### src/rtl/prim_count_bank_pkg.sv
// Shared types and arithmetic helper for the hardened cross-counter bank.
package prim_count_bank_pkg;

    typedef enum logic [2:0] {
        CmdHold,
        CmdClr,
        CmdSet,
        CmdIncr,
        CmdDecr
    } cnt_cmd_e;

    localparam int MaxWidth = 32;

    // Extended add/subtract: for a Width-bit operand pair, bit Width of the
    // result is the carry (up) or borrow (down).
    function automatic logic [MaxWidth:0] ext_step(input logic [MaxWidth-1:0] val,
                                                   input logic [MaxWidth-1:0] step,
                                                   input logic                up);
        if (up) begin
            return {1'b0, val} + {1'b0, step};
        end
        return {1'b0, val} - {1'b0, step};
    endfunction

endpackage

### src/rtl/prim_count_bank_chan.sv
// One hardened channel: primary up-counter mirrored by a secondary down-counter.
// Optional sticky error latch enabled by PRIM_COUNT_BANK_STICKY_ERR_EN.
module prim_count_bank_chan
    import prim_count_bank_pkg::*;
#(
    parameter int              Width      = 8,
    parameter logic [Width-1:0] ResetValue = '0,
    parameter bit              Wrap       = 1'b0
) (
    input  logic             clk,
    input  logic             rst_n,
    input  logic             clr,
    input  logic             set,
    input  logic [Width-1:0] set_cnt,
    input  logic             incr_en,
    input  logic             decr_en,
    input  logic [Width-1:0] step,
    input  logic [Width-1:0] thresh,
    output logic [Width-1:0] cnt,
    output logic [Width-1:0] cnt_next,
    output logic             thresh_hit,
    output logic             ovf,
    output logic             unf,
    output logic             err
);

    localparam logic [Width-1:0] AllOnes = '1;

    cnt_cmd_e         cmd;
    logic [Width-1:0] pri_q, sec_q, pri_d, sec_d;
    logic [Width:0]   pri_ext;
    logic [Width-1:0] sec_ext;
    logic             up, carry, en, evt_ovf, evt_unf, err_live, frozen;
    logic             ovf_p1, unf_p1;

`ifdef PRIM_COUNT_BANK_STICKY_ERR_EN
    logic err_q;
    assign frozen = err_q;
`else
    assign frozen = 1'b0;
`endif

    always_comb begin
        cmd = CmdHold;
        if (frozen)                 cmd = CmdHold;
        else if (clr)               cmd = CmdClr;
        else if (set)               cmd = CmdSet;
        else if (incr_en && !decr_en) cmd = CmdIncr;
        else if (decr_en && !incr_en) cmd = CmdDecr;
    end

    assign up      = (cmd == CmdIncr);
    assign pri_ext = (Width+1)'(ext_step(MaxWidth'(pri_q), MaxWidth'(step), up));
    assign sec_ext = Width'(ext_step(MaxWidth'(sec_q), MaxWidth'(step), !up));
    assign carry   = pri_ext[Width];

    always_comb begin
        pri_d   = pri_q;
        sec_d   = sec_q;
        evt_ovf = 1'b0;
        evt_unf = 1'b0;
        en      = 1'b0;
        case (cmd)
            CmdClr: begin
                pri_d = ResetValue;
                sec_d = ~ResetValue;
                en    = 1'b1;
            end
            CmdSet: begin
                pri_d = set_cnt;
                sec_d = ~set_cnt;
                en    = 1'b1;
            end
            CmdIncr, CmdDecr: begin
                evt_ovf = up & carry;
                evt_unf = !up & carry;
                if (carry && !Wrap) begin
                    pri_d = up ? AllOnes : '0;
                    sec_d = up ? '0 : AllOnes;
                end else begin
                    pri_d = pri_ext[Width-1:0];
                    sec_d = sec_ext;
                end
                // Saturated channel sitting at its limit keeps its flops gated.
                en = (pri_d != pri_q) || (sec_d != sec_q);
            end
            default: ;
        endcase
    end

    // Two independent state registers; the invariant check relies on them staying separate.
    always_ff @(posedge clk or negedge rst_n) begin
        if (!rst_n) pri_q <= ResetValue;
        else if (en) pri_q <= pri_d;
    end

    always_ff @(posedge clk or negedge rst_n) begin
        if (!rst_n) sec_q <= ~ResetValue;
        else if (en) sec_q <= sec_d;
    end

    always_ff @(posedge clk or negedge rst_n) begin
        if (!rst_n) begin
            ovf_p1 <= 1'b0;
            unf_p1 <= 1'b0;
        end else begin
            ovf_p1 <= evt_ovf;
            unf_p1 <= evt_unf;
        end
    end

    assign err_live = ({1'b0, pri_q} + {1'b0, sec_q}) != {1'b0, AllOnes};

`ifdef PRIM_COUNT_BANK_STICKY_ERR_EN
    always_ff @(posedge clk or negedge rst_n) begin
        if (!rst_n) err_q <= 1'b0;
        else        err_q <= err_q | err_live;
    end
    assign err = err_q | err_live;
`else
    assign err = err_live;
`endif

    assign cnt        = pri_q;
    assign cnt_next   = pri_d;
    assign thresh_hit = (pri_q >= thresh);
    assign ovf        = ovf_p1;
    assign unf        = unf_p1;

endmodule

### src/rtl/prim_count_bank.sv
// Bank of NumChan hardened cross counters with per-channel saturate/wrap mode.
// Build option PRIM_COUNT_BANK_STICKY_ERR_EN latches consistency errors and freezes the channel.
module prim_count_bank
    import prim_count_bank_pkg::*;
#(
    parameter int                 Width      = 8,
    parameter int                 NumChan    = 2,
    parameter logic [Width-1:0]   ResetValue = '0,
    parameter logic [NumChan-1:0] WrapMode   = '0
) (
    input  logic                     clk_i,
    input  logic                     rst_ni,
    input  logic [NumChan-1:0]       clr_i,
    input  logic [NumChan-1:0]       set_i,
    input  logic [NumChan*Width-1:0] set_cnt_i,
    input  logic [NumChan-1:0]       incr_en_i,
    input  logic [NumChan-1:0]       decr_en_i,
    input  logic [NumChan*Width-1:0] step_i,
    input  logic [NumChan*Width-1:0] thresh_i,
    output logic [NumChan*Width-1:0] cnt_o,
    output logic [NumChan*Width-1:0] cnt_next_o,
    output logic [NumChan-1:0]       thresh_hit_o,
    output logic [NumChan-1:0]       ovf_o,
    output logic [NumChan-1:0]       unf_o,
    output logic [NumChan-1:0]       err_o,
    output logic                     err_any_o
);

    for (genvar k = 0; k < NumChan; k++) begin : g_chan
        prim_count_bank_chan #(
            .Width      (Width),
            .ResetValue (ResetValue),
            .Wrap       (WrapMode[k])
        ) u_chan (
            .clk        (clk_i),
            .rst_n      (rst_ni),
            .clr        (clr_i[k]),
            .set        (set_i[k]),
            .set_cnt    (set_cnt_i[k*Width +: Width]),
            .incr_en    (incr_en_i[k]),
            .decr_en    (decr_en_i[k]),
            .step       (step_i[k*Width +: Width]),
            .thresh     (thresh_i[k*Width +: Width]),
            .cnt        (cnt_o[k*Width +: Width]),
            .cnt_next   (cnt_next_o[k*Width +: Width]),
            .thresh_hit (thresh_hit_o[k]),
            .ovf        (ovf_o[k]),
            .unf        (unf_o[k]),
            .err        (err_o[k])
        );
    end

    assign err_any_o = |err_o;

endmodule

### config.mk
export PLATFORM = sky130hd
export DESIGN_NAME = prim_count_bank
export DESIGN_NICKNAME = d
export VERILOG_FILES = /design/src/rtl/prim_count_bank_pkg.sv /design/src/rtl/prim_count_bank_chan.sv /design/src/rtl/prim_count_bank.sv
export SDC_FILE = /design/constraint.sdc
export NUM_CORES = 1
export LEC_CHECK = 0
export CAP_MARGIN = 40
export CORE_ASPECT_RATIO = 1.25
export CORE_MARGIN = 2
export CORE_UTILIZATION = 51
export CTS_BUF_LIST = sky130_fd_sc_hd__clkbuf_4
export DETAILED_ROUTE_END_ITERATION = 16
export MAX_ROUTING_LAYER = met4
export PLACE_DENSITY = 0.78
export SYNTH_ARGS = -nofsm -noshare
export SYNTH_HDL_FRONTEND = slang
export SYNTH_SLANG_ARGS = --single-unit
export TNS_END_PERCENT = 20
### constraint.sdc
create_clock -name clk_i -period 6.4 [get_ports clk_i]
set_input_delay 1.6 -clock clk_i [delete_from_list [all_inputs] [get_ports clk_i]]
set_output_delay 1.6 -clock clk_i [all_outputs]
set_load 0.02 [all_outputs]
==> metrics.txt <==
Port Buffers 98; wire per inst 21.4 um; Max Cap Viol 0; largest net degree at the start of global routing 37; met1 usage 37.3%; fill count between 900 and 1,000; Syn Area/Cell 7.62 um2; die height 125 um; CTS Sinks 36; DRC viols 0; initial core utilization 51.8%; M3 GR Usage around 4.0%; status complete, but fails checks; final hold vios 0; pre-CTS WS -0.697 ns; initial antenna violation count 1; asr flop ratio synth 100%; leakage 3.70 nW; hold depth 2; busiest metal layer after global routing met2; Final period util 101%; r2r endpoint g_chan[0].u_chan.sec_q[6]; arrival time at the worst endpoint 4.84 ns; Core ar. 11,600 um2; flops & latches, synth 36; final wirelength 24.4 mm; Slew Viols, Final 0; CP dominant cell by count buf_4; Largest stage delay, worst path 0.43 ns; Critical Path End Type output pin; fmax ~160 MHz; met2 track demand over resource 67.8%; Max Buffers Root-to-Sink 2; initial DRC count between 300 and 400; reg-to-reg slack, setup between 2 and 2.5 ns; Top FF cell, synth dfrtp_1; Crit-path slowest cell clkdlybuf4s50_1; drt via density 6.42; Pre-antenna DRT Iters 5; Tot Pwr 1.34 mW; hold_sp g_chan[0].u_chan.sec_q[2]; total global routing overflow 0; sequential area share after synthesis between 10% and 20%; Crit. Startpoint decr_en_i[0]; count of cell types in the netlist between 80 and 90; worst skew pair latency 0.38 ns; P_sw 625 uW; max_slew headroom 46.2%; routability cong. between 1 and 1.5; Clock Power Share 10.5%; die area about 13,000 um2; Comb power frac 67.5%; critical-path cell list clkdlybuf4s50_1 > buf_4 > nor4b_2 > buf_4 > nor2_1 > xor2_1 > ha_1 > buf_4 > and4_4 > a311oi_4 > o21ai_2 > xor2_1 > a21oi_2 > o211ai_1 > buf_4; Crit path buffers/inverters 5; Post-synth EDFFs 0; Total GRT Usage 39.3%; Hold/Removal Path Class reg -> reg; Ys Warns 0; skew final 0.0256 ns; H-tree depth 2; final setup margin -0.0379 ns; CTS clock-pin slew for the worst setup and hold paths 0.14 ns; Post-Syn Area 5990 um2; Worst Max-Slew Pin Slew roughly 0.8 ns; DP Wirelength 19.4 mm; Final nets 1,129; hold-critical path endpoint g_chan[0].u_chan.sec_q[2]; sequential share of power between 20% and 30%; Syn Inst Count between 700 and 800; Setup crit start kind input pin; worst setup path category in -> out; Die W 101 um; RR Startpoint g_chan[0].u_chan.cnt[1]; layout cell share with drive strength beyond 1 25.6%; antenna-violating nets left 0; Syn Nets 914; Power per Cell Area 162 nW/um2; RSZ-0062 raised after global routing yes; Vias roughly 7,300; failing checks negative setup slack; Worst Path Required 4.80 ns; Int Power 719 uW; Ports 99; Layout area overhead 39.0%; TritonCTS clock tree done; worst vdd ir about 100 uV; Largest delay share family, worst path buffers and inverters; Rows 44; reg2reg path depth 13; vias in the first global route roughly 7,600; first-pass GRT wire length ~38 mm; Switching Fraction about 46%; cts bufs inserted 5; clock root buffer clkbuf_4; min Tclk post-route 6.44 ns; Finish-stage setup viols 1; Worst Path Max Fanout 5
[through the flow]
step	cells	hold WS, ns	TNS (ns)	util [%]	cell area [um2]
after floorplan	786	0.492	-0.167	-	6000
after global placement	1125	0.529	-7.21	69.5	8030
after detailed placement	1125	0.531	-8.07	69.5	8030
after CTS	1136	0.550	-0.0634	70.8	8190
after global routing	1141	0.585	-0.644	72.0	8320
final	1141	0.552	-0.0379	72.0	8320
[layer usage]
layer  vias to the layer above  share of wire [%]
li1                       3350                  -
met1                      3385                 33
met2                       395                 50
met3                       195                5.8
met4                         0                 11
met5                         -                  0
[Yosys cell counts (9+ instances only)]
master	number	area share, %
a21oi_1	75	6.3
clkbuf_1	20	1.3
o22ai_1	20	2.1
dfstp_2	16	7.0
o21a_1	14	1.8
nand2b_1	19	2.0
nand2_1	49	3.1
nor2_1	70	4.4
xor2_1	27	4.0
nor3_1	19	1.6
ha_1	64	13
a211oi_1	9	1.1
xnor2_1	23	3.4
nand3_1	15	1.3
inv_1	53	3.3
dfrtp_1	20	8.4
o21ai_0	51	4.3
o211ai_1	11	1.4
a22oi_1	12	1.5
a21o_1	13	1.6
nor2b_1	11	1.1
[state kept, by name (all words and copies together), names as in the netlist]
signal,count
g_chan.u_chan.unf,2
g_chan.u_chan.ovf,2
g_chan.u_chan.sec_q,16
g_chan.u_chan.cnt,16
[how the worst max path moves through the flow]
stage | end | slack (ns) | cells past startpoint
after floorplan | cnt_next_o[12] | -0.03 | 14
after global placement | cnt_next_o[4] | -0.66 | 15
after detailed placement | cnt_next_o[4] | -0.70 | 15
after CTS | cnt_next_o[8] | -0.03 | 12
after global routing | cnt_next_o[7] | -0.21 | 15
final | cnt_next_o[7] | -0.04 | 15
[tightest hold or removal path, stage by stage, from the launching register on]
cell     delay, ns
dfstp_2       0.42
inv_1         0.07
mux2i_1       0.07
[cells by family after synthesis]
logic type,share of synthesized area (%)
buffers and inverters,6.71
and+or+nand+nor,21.9
muxes,1.59
adders and majority gates,15.4
DFF,15.4
AOI/OAI and AO/OA,31.0
xor gates and xnor gates,8.05
[cell usage in the layout, fill, tap and decap left out, drive strengths merged, types with 5 or more instances in the layout]
cell type / n
buf: 166
clkdlybuf4s50: 79
a21oi: 75
nor2: 70
ha: 64
o21ai: 56
inv: 53
nand2: 50
xor2: 27
xnor2: 25
nor3: 21
o22ai: 20
dfrtp: 20
nand2b: 19
dfstp: 16
nand3: 15
o21a: 14
a21o: 13
a22oi: 12
o211ai: 11
nor2b: 11
a211oi: 11
mux2i: 8
nor4: 8
o2111ai: 8
clkbuf: 8
nand4: 7
nor4b: 7
fa: 6
a31oi: 5
or3: 5
a2bb2oi: 5
nor3b: 5
[what timing repair did]
item	in CTS	in global routing
setup buffers	3	3
gates resized for setup	80	42
hold buffers	0	0
pin swaps	8	12
setup endpoints to repair	16	16
[power groups by stage]
stage	Combinational, mW	Clock [mW]	Sequential (mW)
finish	0.907	0.141	0.297
global route	0.977	0.147	0.297
CTS	0.866	0.141	0.294
detailed placement	0.845	0	0.298
global placement	0.825	0	0.297
floorplan	0.498	0	0.287
[cell type report]
type                    instances  area (um2)  share of cell area, %
diodes                          1        2.50                 0.0301
clock buffers                   6        45.0                  0.541
clock inverters                 2        11.3                  0.135
inverters                      53         199                   2.39
multi-input cells             656        4910                   59.0
flip-flops and latches         36         921                   11.1
well taps                     138         173                   2.08
repair buffers                249        2060                   24.7
(Power assumes the default switching activity.)
==> RTL change 1, RTL diff (config.mk and constraints unchanged) <==
`Width` is set to 8 in 2 places; all go to 6.
--- a/src/rtl/prim_count_bank_chan.sv
+++ b/src/rtl/prim_count_bank_chan.sv
@@ -5,3 +5,3 @@
 #(
-    parameter int              Width      = 8,
+    parameter int              Width      = 6,
     parameter logic [Width-1:0] ResetValue = '0,
--- a/src/rtl/prim_count_bank.sv
+++ b/src/rtl/prim_count_bank.sv
@@ -5,3 +5,3 @@
 #(
-    parameter int                 Width      = 8,
+    parameter int                 Width      = 6,
     parameter int                 NumChan    = 2,
Interface: changed (5 resized); port bits go from 99 to 79. The function was not compared with the original's and may differ.
==> RTL change 1 against the original RTL <==
Die area down 23%. Fmax up 1.2%. Count of clock-buffer cells in the layout decreased by 3. Hold slack better by 31 ps. Wire length fell by 35%. First-iteration DRC count is 8.9% lower. Via count shrank 28%. Power is 24% lower. Synthesized area fell by 24%. Sequential power decreased by 19%. Critical path type unchanged. Design area down 26%. Sequential cell count fell by 8. Global-route usage shrank 4.9 points. Worst setup slack better by 74 ps.
==> RTL change 1: results (changes against the original RTL) <==
- The endpoint of the most critical register-to-register path is g_chan[0].u_chan.sec_q[0].
- The count of distinct cell types in the synthesized netlist is 75 (-8.5%).
- The critical path endpoint is cnt_next_o[0].
- The clock input transition at the sequential cells of the worst setup and hold paths is 170 ps (+30 ps).
- The met2 demand-to-capacity share in global routing was 63.7% (-4.1 points).
- The startpoint of the worst hold path is g_chan[1].u_chan.sec_q[3].
- The post-place setup slack was -448 ps (+249 ps).
- The count of antenna diodes in the layout is 0 (-1).
- The mean cell area of the mapped netlist is 7.77 um^2 (+2.0%).
- The first-pass GRT wire length is 25400 um (-33%).
- The worst-case register-to-register setup slack came to 2380 ps (+250 ps).
- The number of nets produced by synthesis is 684 (-25%).
- The final cell count without fillers was 856 (-25%).
- The number of cells on the worst hold path came to 1 (-1).
- The part of the power in combinational logic was 64.2% (-3.3 points).
- The met3 track demand over resource in global routing is 3.38% (-0.65 points).
- The clock network power share was 12.0% (+1.5 points).
- The setup slack after layout came to 36.3 ps (+74.2 ps).
- The compound-cell area share of the yosys netlist was 30.8% (-0.24 points).
- The number of placed instances with taps included is 847 (-25%).
- The final hold slack is 583 ps (+31.1 ps).
- The fraction of final layout cells with drive strength greater than 1 came to 23.1% (-2.6 points).
- The number of fill cells is 757 (-19%).
- The commonest cells after synthesis are sky130_fd_sc_hd__nor2_1, sky130_fd_sc_hd__inv_1, sky130_fd_sc_hd__a21oi_1, sky130_fd_sc_hd__ha_1, sky130_fd_sc_hd__o22ai_1.
- The number of antenna violations at the first check in global routing is 0 (-1).
- The post-placement cell area is 6010 um^2 (-25%).
- Yosys attributes the largest share of cell area to sky130_fd_sc_hd__ha_1, sky130_fd_sc_hd__dfrtp_1, sky130_fd_sc_hd__dfstp_2.
- The DRC violation total after the first TritonRoute iteration is 286 (-8.9%).
- The end point of the most critical hold path is g_chan[1].u_chan.sec_q[3].
- The clock buffer count from CTS is 3 (-2).
- The mux cell area share after synthesis is 0.662% (-0.93 points).
- The flow ran to the end, and the final reports show no timing, DRC or antenna violations.
-- RTL change 1: cell count changes in the layout (fill, tap and decap cells not counted), sizes merged, moves of 9 or more --
cell	change
buf	-64
o21ai	-27
a21oi	-22
nand2	-21
clkdlybuf4s50	-17
ha	-16
nor2	-12
o21a	-12
o22a	+11
o22ai	+9
xnor2	-9
-- RTL change 1: cell type report --
cell class	instances	area, um^2	share of cell area (%)
sequential	28	716	11.7
clock buffer	3	22.5	0.367
tap	120	150	2.45
multi-input combinational	475	3530	57.6
clock inverter	1	30.0	0.490
inverter	53	199	3.24
timing repair buffer	176	1480	24.2
-- RTL change 1: what timing repair did --
action,4_1_cts,5_1_grt
endpoints found under the setup margin,12,12
hold buffers,0,0
setup buffers,3,2
pin swaps,3,8
gates resized for setup,29,34
-- RTL change 1: per-layer routing --
| metal | up-vias | share of wire [%] |
|---|---|---|
| met5 | - | 0 |
| met4 | 0 | 7.4 |
| met3 | 93 | 5.2 |
| met2 | 235 | 52 |
| met1 | 2485 | 35 |
| li1 | 2475 | - |
==> RTL change 2, RTL diff (config.mk and constraints unchanged) <==
Made on the original files. Put a register stage on the output `err_o`, without a reset. The value now appears one clock later. The other outputs are not delayed to match.
--- a/src/rtl/prim_count_bank.sv
+++ b/src/rtl/prim_count_bank.sv
@@ -28,2 +28,4 @@
 
+    logic [NumChan-1:0] err_d;
+
     for (genvar k = 0; k < NumChan; k++) begin : g_chan
@@ -48,3 +50,3 @@
             .unf        (unf_o[k]),
-            .err        (err_o[k])
+            .err        (err_d[k])
         );
@@ -52,3 +54,7 @@
 
-    assign err_any_o = |err_o;
+    assign err_any_o = |err_d;
+
+    always_ff @(posedge clk_i) begin
+        err_o <= err_d;
+    end
 
Function: not settled (the Yosys comparison gave no result); the edit may change what the design does.
==> RTL change 2 against the original RTL <==
Worst setup slack better by 67 ps. Sequential power rose by 12%. Die area down 1.1%. Sequential share of layout area increased by 0.53 points. Wire length up 1.1%. Global-route usage is 0.51 points higher. Fmax is 1.0% higher. Design area decreased by 0.45%. Power increased by 4.1%. Sequential cell count up 2. Synthesized area shrank 1.2%. Utilization increased by 0.36 points. Critical endpoint is now cnt_next_o[9].
==> RTL change 2: results (changes against the original RTL) <==
- The origin of the critical flop-to-flop path is g_chan[1].u_chan.cnt[0].
- The total detailed-routing wirelength is 24700 um (+1.1%).
- Ranked by total cell area, the synthesized netlist is headed by sky130_fd_sc_hd__ha_1, sky130_fd_sc_hd__dfrtp_1, sky130_fd_sc_hd__dfstp_2.
- The number of global-route vias before repair was 7485 (-1.2%).
- The clock network area share is 0.650% (-0.027 points).
- The final weighted congestion in routability-driven placement is 1.06 (-3.8%).
- The setup clock skew after layout is 23.2 ps (-2.43 ps).
- The portion of total power attributed to sequential cells is 23.7% (+1.6 points).
- The clock network power share is 9.4% (-1.1 points).
- The non-clock inverter instance count of the final layout is 62 (+17%).
- The detailed-routing iteration count for the pre-antenna-repair pass was 6 (+1).
- The quantity of gates resized following cts is 56 (-30%).
- The met2 demand-to-capacity share in global routing came to 71.1% (+3.3 points).
- The run finished with clean final reports.
- The critical path endpoint is cnt_next_o[9].
- The count of distinct cell types in the synthesized netlist is 74 (-9.8%).
- The number of nets at the end of the flow came to 1140 (+0.97%).
- The share of the yosys chip area belonging to registers was 16.2% (+0.86 points).
- The post-place setup slack is -610 ps (+86.8 ps).
- The number of fill cells is 930 (-0.32%).
- The fmax was 157 MHz (+1.0%).
- The wire length on met2 is 12600 um (+4.0%).
- The multi-input combinational area share is 58.2% (-0.79 points).
- The routed metal-1 wire length came to 7950 um (-1.5%).
- The cell internal power dissipation is 737 uW (+2.4%).
- The worst-case register-to-register setup slack is 1800 ps (-330 ps).
- The number of buffers inserted by post-CTS setup repair is 4 (+1).
- The signal arrival time at the worst endpoint is 4770 ps (-70 ps).
- The total sequential power is 332 uW (+12%).
- The number of nets produced by synthesis came to 917 (+0.33%).
- The fraction of final layout cells with drive strength greater than 1 is 24.3% (-1.4 points).
- The first-pass GRT wire length is 37800 um (+0.42%).
- The relative area of non-clock buffer cells in the final design is 24.6% (-0.14 points).
- The worst hold path begins at g_chan[0].u_chan.sec_q[3].
- The overall fraction of global-route tracks in use was 39.8% (+0.51 points).
- The number of multi-input combinational cells is 662 (+0.91%).
- The startpoint of the worst setup timing path is step_i[8].
- The total met3 wirelength after detailed routing was 1630 um (+15%).
- The leakage power summed over all cells is 0.00375 uW (+1.5%).
- The endpoint of the most critical register-to-register path is g_chan[1].u_chan.sec_q[6].
RTL change 2: kinds of logic (layout without fill, tap and decap cells):
family                     after synthesis  count (layout)  synth area share [%]
other                                    0               1                     0
AOI/OAI and AO/OA                      280             280                  31.1
and+or+nand+nor                        256             256                  22.4
buffers and inverters                   89             313                  6.13
adders and majority gates               70              70                  15.6
muxes                                    7               7                  1.27
DFF                                     38              38                  16.2
xor gates and xnor gates                49              49                  7.25
RTL change 2: critical path: cells and delay by family:
| kind | cells | cell delay, ps |
|---|---|---|
| AND/OR/NAND/NOR | 7 | 1270 |
| buffers and inverters | 5 | 1030 |
| adder cells (fa/ha/maj) | 2 | 530 |
| AO/OA/AOI/OAI | 2 | 270 |
| XOR/XNOR | 1 | 80 |
RTL change 2: stage by stage:
step | cells | instance area, um^2 | setup TNS (ps)
floorplan | 789 | 5920 | -60.9
global placement | 1133 | 7950 | -6630
detailed placement | 1134 | 7970 | -9000
CTS | 1146 | 8140 | -98.6
global route | 1152 | 8280 | -1200
finish | 1152 | 8280 | 0
